**src/rtl/cfg_types_pkg.sv**
```systemverilog
// Shared types and constants for the Keccak memory loader.
package cfg_types_pkg;

    localparam int KECCAK_LANE_W         = 64;
    localparam int KECCAK_RATE_LANES_256 = 17;

    typedef enum logic [2:0] {
        LDR_IDLE   = 3'd0,
        LDR_INIT   = 3'd1,
        LDR_FETCH  = 3'd2,
        LDR_PUSH   = 3'd3,
        LDR_ABS_HI = 3'd4,
        LDR_ABS_LO = 3'd5,
        LDR_FIN    = 3'd6
    } ldr_state_t;

endpackage

```
**src/rtl/ldr_addr_gen.sv**
```systemverilog
// Lane/block counters and the wrapped RAM address adder for the loader.
// Addresses are produced from next-cycle counter values so the top can register them.
module ldr_addr_gen #(
    parameter int ADDR_WIDTH = 32,
    parameter int RATE_LANES = 17,
    parameter int BLK_CNT_W  = 16
) (
    input  logic                  clk,
    input  logic                  rst_n,
    input  logic                  load,
    input  logic [ADDR_WIDTH-1:0] base_in,
    input  logic [BLK_CNT_W-1:0]  nblk_in,
    input  logic                  lane_inc,
    input  logic                  lane_clr,
    input  logic                  blk_inc,
    output logic                  lane_last,
    output logic                  blk_last,
    output logic                  nblk_zero,
    output logic [ADDR_WIDTH-1:0] addr_a,
    output logic [ADDR_WIDTH-1:0] addr_b
);

    localparam int LANE_W = $clog2(RATE_LANES);

    logic [LANE_W-1:0]     lane_q, lane_d;
    logic [BLK_CNT_W-1:0]  blk_q, blk_d;
    logic [BLK_CNT_W-1:0]  nblk_q, nblk_d;
    logic [ADDR_WIDTH-1:0] base_q, base_d;
    logic [ADDR_WIDTH-1:0] index_s;

    // Counter and latched-parameter next state.
    always_comb begin
        lane_d = lane_q;
        blk_d  = blk_q;
        nblk_d = nblk_q;
        base_d = base_q;
        if (load) begin
            lane_d = {LANE_W{1'b0}};
            blk_d  = {BLK_CNT_W{1'b0}};
            nblk_d = nblk_in;
            base_d = base_in;
        end else begin
            if (lane_clr) begin
                lane_d = {LANE_W{1'b0}};
            end else if (lane_inc) begin
                lane_d = lane_q + LANE_W'(1'b1);
            end else begin
                lane_d = lane_q;
            end
            if (blk_inc) begin
                blk_d = blk_q + BLK_CNT_W'(1'b1);
            end else begin
                blk_d = blk_q;
            end
        end
    end

    // Lane index and byte address; all sums wrap at the address width.
    always_comb begin
        index_s = ADDR_WIDTH'(blk_d) * ADDR_WIDTH'(RATE_LANES) + ADDR_WIDTH'(lane_d);
        addr_a  = base_d + (index_s << 3);
        addr_b  = addr_a + ADDR_WIDTH'(3'd4);
    end

    assign lane_last = (lane_q == LANE_W'(RATE_LANES - 1));
    assign blk_last  = (blk_q == (nblk_q - BLK_CNT_W'(1'b1)));
    assign nblk_zero = (nblk_q == {BLK_CNT_W{1'b0}});

    // Counter registers.
    always_ff @(posedge clk) begin
        if (!rst_n) begin
            lane_q <= {LANE_W{1'b0}};
            blk_q  <= {BLK_CNT_W{1'b0}};
            nblk_q <= {BLK_CNT_W{1'b0}};
            base_q <= {ADDR_WIDTH{1'b0}};
        end else begin
            lane_q <= lane_d;
            blk_q  <= blk_d;
            nblk_q <= nblk_d;
            base_q <= base_d;
        end
    end

endmodule

```
**src/rtl/keccak_mem_loader.sv**
```systemverilog
// Feeds rate blocks from dual-port RAM into the Keccak coprocessor, one 64-bit lane
// per two cycles, pacing each block on the coprocessor's buffer_full handshake.
module keccak_mem_loader
    import cfg_types_pkg::*;
#(
    parameter int ADDR_WIDTH = 32,
    parameter int DATA_WIDTH = 32,
    parameter int RATE_LANES = KECCAK_RATE_LANES_256,
    parameter int BLK_CNT_W  = 16
) (
    input  logic                    clk,
    input  logic                    rst_n,
    input  logic                    start,
    input  logic [ADDR_WIDTH-1:0]   base_addr,
    input  logic [BLK_CNT_W-1:0]    num_blocks,
    output logic                    busy,
    output logic                    done,
    output logic                    err,
    output logic                    mem_en_a,
    output logic                    mem_en_b,
    output logic [ADDR_WIDTH-1:0]   mem_addr_a,
    output logic [ADDR_WIDTH-1:0]   mem_addr_b,
    output logic                    mem_we_a,
    output logic                    mem_we_b,
    output logic [DATA_WIDTH-1:0]   mem_wdata_a,
    output logic [DATA_WIDTH-1:0]   mem_wdata_b,
    output logic [DATA_WIDTH/8-1:0] mem_be_a,
    output logic [DATA_WIDTH/8-1:0] mem_be_b,
    input  logic [DATA_WIDTH-1:0]   mem_rdata_a,
    input  logic [DATA_WIDTH-1:0]   mem_rdata_b,
    output logic                    core_start,
    output logic [2*DATA_WIDTH-1:0] din,
    output logic                    din_valid,
    output logic                    last_block,
    input  logic                    buffer_full
);

    ldr_state_t state_q, state_d;

    logic load_s, lane_inc_s, lane_clr_s, blk_inc_s;
    logic lane_last_s, blk_last_s, nblk_zero_s;
    logic [ADDR_WIDTH-1:0] addr_a_s, addr_b_s;

    logic busy_q, busy_d, done_q, done_d, err_q, err_d;
    logic core_start_q, core_start_d, mem_en_q, mem_en_d;
    logic din_valid_q, din_valid_d, last_block_q, last_block_d;
    logic [ADDR_WIDTH-1:0]   mem_addr_a_q, mem_addr_a_d, mem_addr_b_q, mem_addr_b_d;
    logic [2*DATA_WIDTH-1:0] din_q, din_d;

    ldr_addr_gen #(
        .ADDR_WIDTH (ADDR_WIDTH),
        .RATE_LANES (RATE_LANES),
        .BLK_CNT_W  (BLK_CNT_W)
    ) u_addr_gen (
        .clk       (clk),
        .rst_n     (rst_n),
        .load      (load_s),
        .base_in   (base_addr),
        .nblk_in   (num_blocks),
        .lane_inc  (lane_inc_s),
        .lane_clr  (lane_clr_s),
        .blk_inc   (blk_inc_s),
        .lane_last (lane_last_s),
        .blk_last  (blk_last_s),
        .nblk_zero (nblk_zero_s),
        .addr_a    (addr_a_s),
        .addr_b    (addr_b_s)
    );

    // Next-state logic and counter controls.
    always_comb begin
        state_d    = state_q;
        load_s     = 1'b0;
        lane_inc_s = 1'b0;
        lane_clr_s = 1'b0;
        blk_inc_s  = 1'b0;
        case (state_q)
            LDR_IDLE: begin
                if (start) begin
                    state_d = LDR_INIT;
                    load_s  = 1'b1;
                end else begin
                    state_d = LDR_IDLE;
                end
            end
            LDR_INIT:  state_d = nblk_zero_s ? LDR_FIN : LDR_FETCH;
            LDR_FETCH: state_d = LDR_PUSH;
            LDR_PUSH: begin
                if (lane_last_s) begin
                    lane_clr_s = 1'b1;
                    state_d    = LDR_ABS_HI;
                end else begin
                    lane_inc_s = 1'b1;
                    state_d    = LDR_FETCH;
                end
            end
            LDR_ABS_HI: begin
                if (buffer_full) begin
                    state_d = LDR_ABS_LO;
                end else begin
                    state_d = LDR_ABS_HI;
                end
            end
            LDR_ABS_LO: begin
                if (!buffer_full) begin
                    if (blk_last_s) begin
                        state_d = LDR_FIN;
                    end else begin
                        blk_inc_s = 1'b1;
                        state_d   = LDR_FETCH;
                    end
                end else begin
                    state_d = LDR_ABS_LO;
                end
            end
            LDR_FIN: state_d = LDR_IDLE;
            default: state_d = LDR_IDLE;
        endcase
    end

    // Output register next values. done trails FIN by a cycle, so busy is stretched over it.
    always_comb begin
        busy_d       = (state_d != LDR_IDLE) || (state_q == LDR_FIN);
        done_d       = (state_q == LDR_FIN);
        core_start_d = load_s && (num_blocks != {BLK_CNT_W{1'b0}});
        if (load_s) begin
            err_d = 1'b0;
        end else if ((state_q == LDR_INIT) && nblk_zero_s) begin
            err_d = 1'b1;
        end else begin
            err_d = err_q;
        end
        mem_en_d = (state_d == LDR_FETCH);
        if (mem_en_d) begin
            mem_addr_a_d = addr_a_s;
            mem_addr_b_d = addr_b_s;
        end else begin
            mem_addr_a_d = mem_addr_a_q;
            mem_addr_b_d = mem_addr_b_q;
        end
        din_valid_d = (state_q == LDR_PUSH);
        if (state_q == LDR_PUSH) begin
            din_d        = {mem_rdata_b, mem_rdata_a};
            last_block_d = blk_last_s;
        end else begin
            din_d        = din_q;
            last_block_d = last_block_q;
        end
    end

    // State and output registers.
    always_ff @(posedge clk) begin
        if (!rst_n) begin
            state_q      <= LDR_IDLE;
            busy_q       <= 1'b0;
            done_q       <= 1'b0;
            err_q        <= 1'b0;
            core_start_q <= 1'b0;
            mem_en_q     <= 1'b0;
            mem_addr_a_q <= {ADDR_WIDTH{1'b0}};
            mem_addr_b_q <= {ADDR_WIDTH{1'b0}};
            din_valid_q  <= 1'b0;
            last_block_q <= 1'b0;
            din_q        <= {(2*DATA_WIDTH){1'b0}};
        end else begin
            state_q      <= state_d;
            busy_q       <= busy_d;
            done_q       <= done_d;
            err_q        <= err_d;
            core_start_q <= core_start_d;
            mem_en_q     <= mem_en_d;
            mem_addr_a_q <= mem_addr_a_d;
            mem_addr_b_q <= mem_addr_b_d;
            din_valid_q  <= din_valid_d;
            last_block_q <= last_block_d;
            din_q        <= din_d;
        end
    end

    assign busy        = busy_q;
    assign done        = done_q;
    assign err         = err_q;
    assign core_start  = core_start_q;
    assign mem_en_a    = mem_en_q;
    assign mem_en_b    = mem_en_q;
    assign mem_addr_a  = mem_addr_a_q;
    assign mem_addr_b  = mem_addr_b_q;
    assign din_valid   = din_valid_q;
    assign last_block  = last_block_q;
    assign din         = din_q;
    assign mem_we_a    = 1'b0;
    assign mem_we_b    = 1'b0;
    assign mem_wdata_a = {DATA_WIDTH{1'b0}};
    assign mem_wdata_b = {DATA_WIDTH{1'b0}};
    assign mem_be_a    = {(DATA_WIDTH/8){1'b1}};
    assign mem_be_b    = {(DATA_WIDTH/8){1'b1}};

endmodule
```
**config.mk**
```make
export PLATFORM = sky130hd
export DESIGN_NAME = keccak_mem_loader
export DESIGN_NICKNAME = d
export VERILOG_FILES = /design/src/rtl/cfg_types_pkg.sv /design/src/rtl/ldr_addr_gen.sv /design/src/rtl/keccak_mem_loader.sv
export SDC_FILE = /design/constraint.sdc
export NUM_CORES = 1
export LEC_CHECK = 0
export CORE_MARGIN = 2
export CORE_UTILIZATION = 40
export DETAILED_ROUTE_END_ITERATION = 10
export DONT_BUFFER_PORTS = 1
export GPL_TIMING_DRIVEN = 0
export SLEW_MARGIN = 15
export SYNTH_ARGS = -nofsm -noshare
export SYNTH_HDL_FRONTEND = slang
export SYNTH_HIERARCHICAL = 1
export SYNTH_SLANG_ARGS = --single-unit
export TNS_END_PERCENT = 10
```
**constraint.sdc**
```tcl
create_clock -name clk -period 9.8 [get_ports clk]
set_input_delay 1.47 -clock clk [delete_from_list [all_inputs] [get_ports clk]]
set_output_delay 1.47 -clock clk [all_outputs]
set_load 0.01 [all_outputs]
```
# Word-level counts from Yosys, hierarchy flattened
# Cells that the tools add are included.
# totals
word_cells	62
in_bits	116
output_inout_bits	210
register_bits	207
# op_classes
n_addsub	6
n_mux	22
n_reduce_logical	8
multipliers	1
bitwise	1
eq_ne	9
# ops
cell	count
adder 32 x 3 -> 32 bit (second input constant)	1
adder 32 bit	1
two-way mux 16 bit	2
two-way mux 32 bit	1
adder 21 x 5 -> 22 bit	1
multiplier 16 x 5 -> 21 bit (second input constant)	1
one-hot mux 3 bit (6 select lines)	1
adder 16 x 1 -> 16 bit (second input constant)	1
equality test 16 bit	1
zero test 16 bit	1
nonzero test 16 bit	1
subtractor 16 x 1 -> 16 bit (second input constant)	1
two-way mux 5 bit	3
two-way mux 3 bit	4
two-way mux 1 bit	11
equality test 3 x 2 -> 1 bit (second input constant)	3
equality test 3 bit (second input constant)	3
adder 5 x 1 -> 5 bit (second input constant)	1
equality test 5 bit (second input constant)	1
equality test 3 x 1 -> 1 bit (second input constant)	1
zero test 3 bit	1
nonzero test 3 bit	1
logical AND 1 bit	2
OR reduction 2 bit	1
other kinds (2)	2

# Longest topological paths before layout
# depth
word_depth	11
mapped_depth	43

# Hierarchy
# Netlist, hierarchy kept.
# by_module_without_submodules
mod	instances	cells_per_inst	area_each_um2
ldr_addr_gen	1	805	6700.2
keccak_mem_loader	1	690	6005.8

# Worst setup path after synthesis
# No wires, ideal clock.
# synth_path
path_type	input port to flip-flop
start	input start
end	register mem_addr_b_q[30] (netlist: mem_addr_b[30])
arrival_ps	8629
stages	31
path_slack_ps	1100
required_ps	9728
path_cell_list	inv_1 -> nor4_1 -> clkbuf_1 -> clkbuf_1 -> buf_1 -> clkbuf_1 -> nor2_1 -> ha_1 -> ha_1 -> ha_1 -> ha_1 -> a21oi_1 -> nor2b_1 -> nor4_1 -> o31ai_1 -> o41ai_1 -> o211ai_1 -> a21oi_1 -> xnor2_1 -> ha_1 -> a31oi_1 -> or3b_1 -> a311o_1 -> a31o_2 -> a21oi_4 -> xor2_4 -> and4_1 -> and3_1 -> xor2_1 -> nand2_1 -> mux2i_1
# synth_via
elab_chain_len	7
# synth_rtl
element	line	source
from (decl)	keccak_mem_loader.sv:13	input logic start,
two-way mux 1 bit	keccak_mem_loader.sv:79	if (start) begin
two-way mux 1 bit	keccak_mem_loader.sv:77	case (state_q)
named net load_s	keccak_mem_loader.sv:40	logic load_s, lane_inc_s, lane_clr_s, blk_inc_s;
two-way mux 16 bit	ldr_addr_gen.sv:37	if (load) begin
named net u_addr_gen.blk_d[4]	ldr_addr_gen.sv:26	logic [BLK_CNT_W-1:0] blk_q, blk_d;
multiplier 16 x 5 -> 21 bit	ldr_addr_gen.sv:60	index_s = ADDR_WIDTH'(blk_d) * ADDR_WIDTH'(RATE_LANES) + ADDR_WIDTH'(lane_d);
adder 21 x 5 -> 22 bit	ldr_addr_gen.sv:60	
adder 32 bit	ldr_addr_gen.sv:61	addr_a = base_d + (index_s << 3);
named net addr_a_s[24]	keccak_mem_loader.sv:42	logic [ADDR_WIDTH-1:0] addr_a_s, addr_b_s;
adder 32 x 3 -> 32 bit	ldr_addr_gen.sv:62	addr_b = addr_a + ADDR_WIDTH'(3'd4);
named net addr_b_s[30]	keccak_mem_loader.sv:42	
to (signal assigned)	keccak_mem_loader.sv:161	mem_addr_b_q <= {ADDR_WIDTH{1'b0}};
to (signal assigned)	keccak_mem_loader.sv:173	mem_addr_b_q <= mem_addr_b_d;
to (decl)	keccak_mem_loader.sv:47	logic [ADDR_WIDTH-1:0] mem_addr_a_q, mem_addr_a_d, mem_addr_b_q, mem_addr_b_d;
# The timed path passes the listed nets, and every way through them passes these cells.
# A chain may end at the register's enable or synchronous reset.

# Worst setup path in the final report
# layout_path
start	register u_addr_gen.nblk_q[5]
end	register mem_addr_b_q[30] (netlist: mem_addr_b[30])
# layout_via
elab_chain_len	11
# layout_rtl
element	line	source
from (decl)	ldr_addr_gen.sv:27	logic [BLK_CNT_W-1:0] nblk_q, nblk_d;
from (signal assigned)	ldr_addr_gen.sv:74	nblk_q <= {BLK_CNT_W{1'b0}};
from (signal assigned)	ldr_addr_gen.sv:79	nblk_q <= nblk_d;
subtractor 16 x 1 -> 16 bit	ldr_addr_gen.sv:66	assign blk_last = (blk_q == (nblk_q - BLK_CNT_W'(1'b1)));
equality test 16 bit	ldr_addr_gen.sv:66	
named net blk_last_s	keccak_mem_loader.sv:41	logic lane_last_s, blk_last_s, nblk_zero_s;
two-way mux 1 bit	keccak_mem_loader.sv:106	if (blk_last_s) begin
two-way mux 1 bit	keccak_mem_loader.sv:105	if (!buffer_full) begin
two-way mux 1 bit	keccak_mem_loader.sv:77	
named net blk_inc_s	keccak_mem_loader.sv:40	
two-way mux 16 bit	ldr_addr_gen.sv:50	if (blk_inc) begin
two-way mux 16 bit	ldr_addr_gen.sv:37	
named net u_addr_gen.blk_d[5]	ldr_addr_gen.sv:26	
multiplier 16 x 5 -> 21 bit	ldr_addr_gen.sv:60	
adder 21 x 5 -> 22 bit	ldr_addr_gen.sv:60	
adder 32 bit	ldr_addr_gen.sv:61	
named net addr_a_s[24]	keccak_mem_loader.sv:42	
adder 32 x 3 -> 32 bit	ldr_addr_gen.sv:62	
named net addr_b_s[30]	keccak_mem_loader.sv:42	
# The timed path passes the listed nets, and every way through them passes these cells.

==> flow_metrics.env <==
export IMPL_cellLeakagePower_nw=6.02
export IMPL_via_count=10200
export IMPL_synthesis_area_mm2=0.0127
export IMPL_grt_pass1_wl_um=52800
export IMPL_pre_cts_ws_ns=-1.04
export IMPL_via_per_inst=5.04
export IMPL_synth_top_flop_cell="dfxtp_1"
export IMPL_io_pins=326
export IMPL_core_mm2=0.0314
export IMPL_ys_ff_latch=207
export IMPL_cts_tree="built"
export IMPL_hold_path_class="reg -> reg"
export IMPL_drv_slew=0
export IMPL_slew_headroom_pct=43.2
export IMPL_clock_sinks=207
export IMPL_die_h_um=182
export IMPL_antenna_found_initial=5
export IMPL_drive_above_1_share_pct=13.2
export IMPL_ys_types=78
export IMPL_post_route_util_pct=45.9
export IMPL_worst_r2r_setup_slack_ns=0.55
export IMPL_worstReg2RegStart="u_addr_gen/nblk_q[5]"
export IMPL_cp_depth=37
export IMPL_num_rows=65
export IMPL_grt_max_degree=13
export IMPL_holdPathStages=2
export IMPL_top_usage_layer="met2"
export IMPL_use_met1_pct=23.6
export IMPL_synthMuxAreaShare_pct=9.61
export IMPL_drt_iter0_drc=502
export IMPL_synth_top_family_by_area="simple AND/OR/NAND/NOR gates"
export IMPL_clock_path_buffers=3
export IMPL_synth_compound_area_share_pct=11.8
export IMPL_design_die_area_mm2=0.0332
export IMPL_critPathCaptureType="flop"
export IMPL_ys_seq_area_share_pct=32.6
export IMPL_first_pass_iters=5
export IMPL_gp_congestion=0.868
export IMPL_endpoint="mem_addr_b[30]"
export IMPL_die_w_um=182
export IMPL_worstRegToRegCells=37
export IMPL_place_inst=1969
export IMPL_worst_pin_slew_ns=0.852
export IMPL_crit_required_ns=10.26
export IMPL_status="finished clean"
export IMPL_fin_setup_tns_ns=0
export IMPL_fin_cells=2017
export IMPL_area_growth_pct=13.3
export IMPL_critical_path_buf_inv_count=2
export IMPL_wire_per_inst_um=17.3
export IMPL_fin_crit_ns=9.25
export IMPL_start_util_pct=40.5
export IMPL_io_buffers=0
export IMPL_setup_viol=0
export IMPL_worstPathArrival_ns=9.70
export IMPL_path_clk_slew_ns=0.06
export IMPL_cts_buffers=25
export IMPL_grt_usage_pct=20.1
export IMPL_power_density_mw_per_mm2=154
export IMPL_synthCells=1495
export IMPL_cpPeakStageDelay_ns=0.49
export IMPL_synth_simple_area_share_pct=22.3
export IMPL_critical_path_class="reg -> reg"
export IMPL_met2_usage_pct=34.5
export IMPL_route_antenna_remaining_nets=0
export IMPL_cts_htree_levels=1
export IMPL_r2r_end="mem_addr_b[30]"
export IMPL_maxCapViolCount=0
export IMPL_vdd_ir_drop_max_uv=136
export IMPL_fin_ws_ns=0.551
export IMPL_min_period_over_period_pct=94.4
export IMPL_root_buffer="clkbuf_16"
export IMPL_synthAdderAreaFrac_pct=8.06
export IMPL_ys_async_sr_fraction_pct=0
export IMPL_hold_viol_final=0
export IMPL_gr_usage_met3_pct=5.79
export IMPL_worstPathMaxFanout=7
export IMPL_insertion_delay_ns=0.53
export IMPL_overflow=0
export IMPL_cpMaxStageDelayCell="fa_1"
export IMPL_cpLargestDelayFamily="simple AND/OR/NAND/NOR gates"
export IMPL_crit_path_start="u_addr_gen/nblk_q[5]"
export IMPL_rsz0062_at_grt="no"
export IMPL_finClkSkew_ns=0.0142
export IMPL_ys_warn_count=6
export IMPL_synth_xor_area_share_pct=6.56
export IMPL_drcViolationCount=0
export IMPL_wl_um=35000
export IMPL_max_freq_ghz=0.108
export IMPL_dp_hpwl_um=28200
export IMPL_nFillCells=3061
export IMPL_syn_avg_cell_area_um2=8.50
export IMPL_grt_pass1_vias=9568
export IMPL_total_power_w=0.00222
export IMPL_synth_edff_count=0
export IMPL_startpoint_type="flop"
export IMPL_final_nets=1791
[sequential cells by signal (all words and copies together) (netlist names)]
signal             flops
u_addr_gen/base_q     32
u_addr_gen/lane_q      5
core_start             1
busy                   1
mem_addr_a            32
mem_en_a               1
state_q                3
u_addr_gen/blk_q      16
last_block             1
din                   64
err                    1
mem_addr_b            32
done                   1
din_valid              1
u_addr_gen/nblk_q     16
[power breakdown]
group          internal, W  leakage (nW)  switching (W)
clock network     0.000561         0.399       0.000362
registers         0.000883          1.68      0.0000422
logic             0.000162          3.94       0.000214
[logic make-up after synthesis]
| kind of cell | Yosys count |
|---|---|
| other | 2 |
| muxes | 118 |
| and+or+nand+nor | 594 |
| xor gates and xnor gates | 93 |
| AOI/OAI and AO/OA | 215 |
| buffers and inverters | 186 |
| DFF | 207 |
| adders and majority gates | 80 |
[cell type report]
| class | count | area, um^2 | area share, % |
|---|---|---|---|
| repair buffers | 2 | 15.0 | 0.104 |
| clock inverters | 11 | 140 | 0.973 |
| clock buffers | 32 | 672 | 4.67 |
| diodes | 4 | 10.0 | 0.0695 |
| multi-input cells | 1174 | 7770 | 54.0 |
| plain buffers | 154 | 1030 | 7.14 |
| well taps | 402 | 503 | 3.49 |
| flip-flops and latches | 207 | 4140 | 28.8 |
| inverters | 31 | 116 | 0.808 |
[synth_stat cells, types with 3 or more instances]
cell type	instances	area (um^2)
a211oi_1	4	30.0
a21boi_0	68	510
a21o_1	10	75.1
a21oi_1	44	220
a31oi_1	10	62.6
and2_1	55	344
and3_1	15	93.8
and4_1	7	61.3
buf_1	4	15.0
buf_12	5	100
buf_2	12	60.1
buf_4	88	661
clkbuf_1	44	165
dfxtp_1	207	4140
fa_1	3	60.1
ha_1	77	963
inv_1	31	116
mux2_2	24	270
mux2i_1	92	921
nand2_1	302	1130
nand2b_1	8	50.1
nand3_1	27	135
nand4_1	19	119
nor2_1	64	240
nor2b_1	36	225
nor3_1	19	95.1
nor3b_2	3	37.5
nor4_1	13	81.3
o211ai_1	7	52.6
o21a_1	5	37.5
o21ai_0	26	130
o21ai_1	6	30.0
o31ai_1	3	22.5
or2_2	3	18.8
or3_1	7	43.8
xnor2_1	54	473
xor2_1	38	333
[cells in the final DEF (no fill, tap or decap), types with 7 or more instances in the layout]
cell type,n
and3_1,14
buf_4,90
xor2_1,38
a21o_1,10
a31oi_1,9
clkbuf_1,46
ha_1,76
a21oi_1,43
dfxtp_1,207
o21ai_0,24
nor2b_1,36
conb_1,74
nor3_1,19
nor4_1,8
o21ai_1,8
nand2b_1,8
a21boi_0,67
mux2i_1,92
and4_1,7
xnor2_1,54
and2_1,55
clkbuf_16,25
inv_1,31
nand2_1,302
nand4_1,19
o211ai_1,7
mux2_2,24
buf_2,13
nor2_1,62
or3_1,7
nand3_1,27
[worst min-delay path by stage]
stage                         from              to  slack [ns]
detailed placement  mem_addr_a[17]  mem_addr_a[17]        0.49
CTS                 mem_addr_b[31]  mem_addr_b[31]        0.51
finish              mem_addr_b[31]  mem_addr_b[31]        0.50
global placement    mem_addr_a[15]  mem_addr_a[15]        0.49
global route        mem_addr_a[24]  mem_addr_a[24]        0.52
floorplan            mem_addr_a[0]   mem_addr_a[0]        0.48
[repair_timing]
action                                  4_1_cts  5_1_grt
buffers inserted                              2        0
endpoints found under the setup margin       10       12
resized for setup                             5       16
hold buffers                                  0        0
pin swaps                                     1        0
[per-stage QoR]
step                area (um^2)  hold WS (ns)
finish                    14400         0.504
global route              14400         0.520
CTS                       14300         0.505
detailed placement        13500         0.492
global placement          13500         0.495
floorplan                 13000         0.479
[layer usage]
layer	wire [um]	part of all wire (%)
met4	1370	3.9
met1	14500	41
met3	2840	8.1
met5	13	0.037
met2	16300	47
[tightest hold or removal path, delay by kind of cell (launching register included)]
family	cells	cell delay [ns]
simple gates	1	0.07
mux	1	0.05
flops	1	0.34
Note: power is estimated with default switching activity, not from simulation.
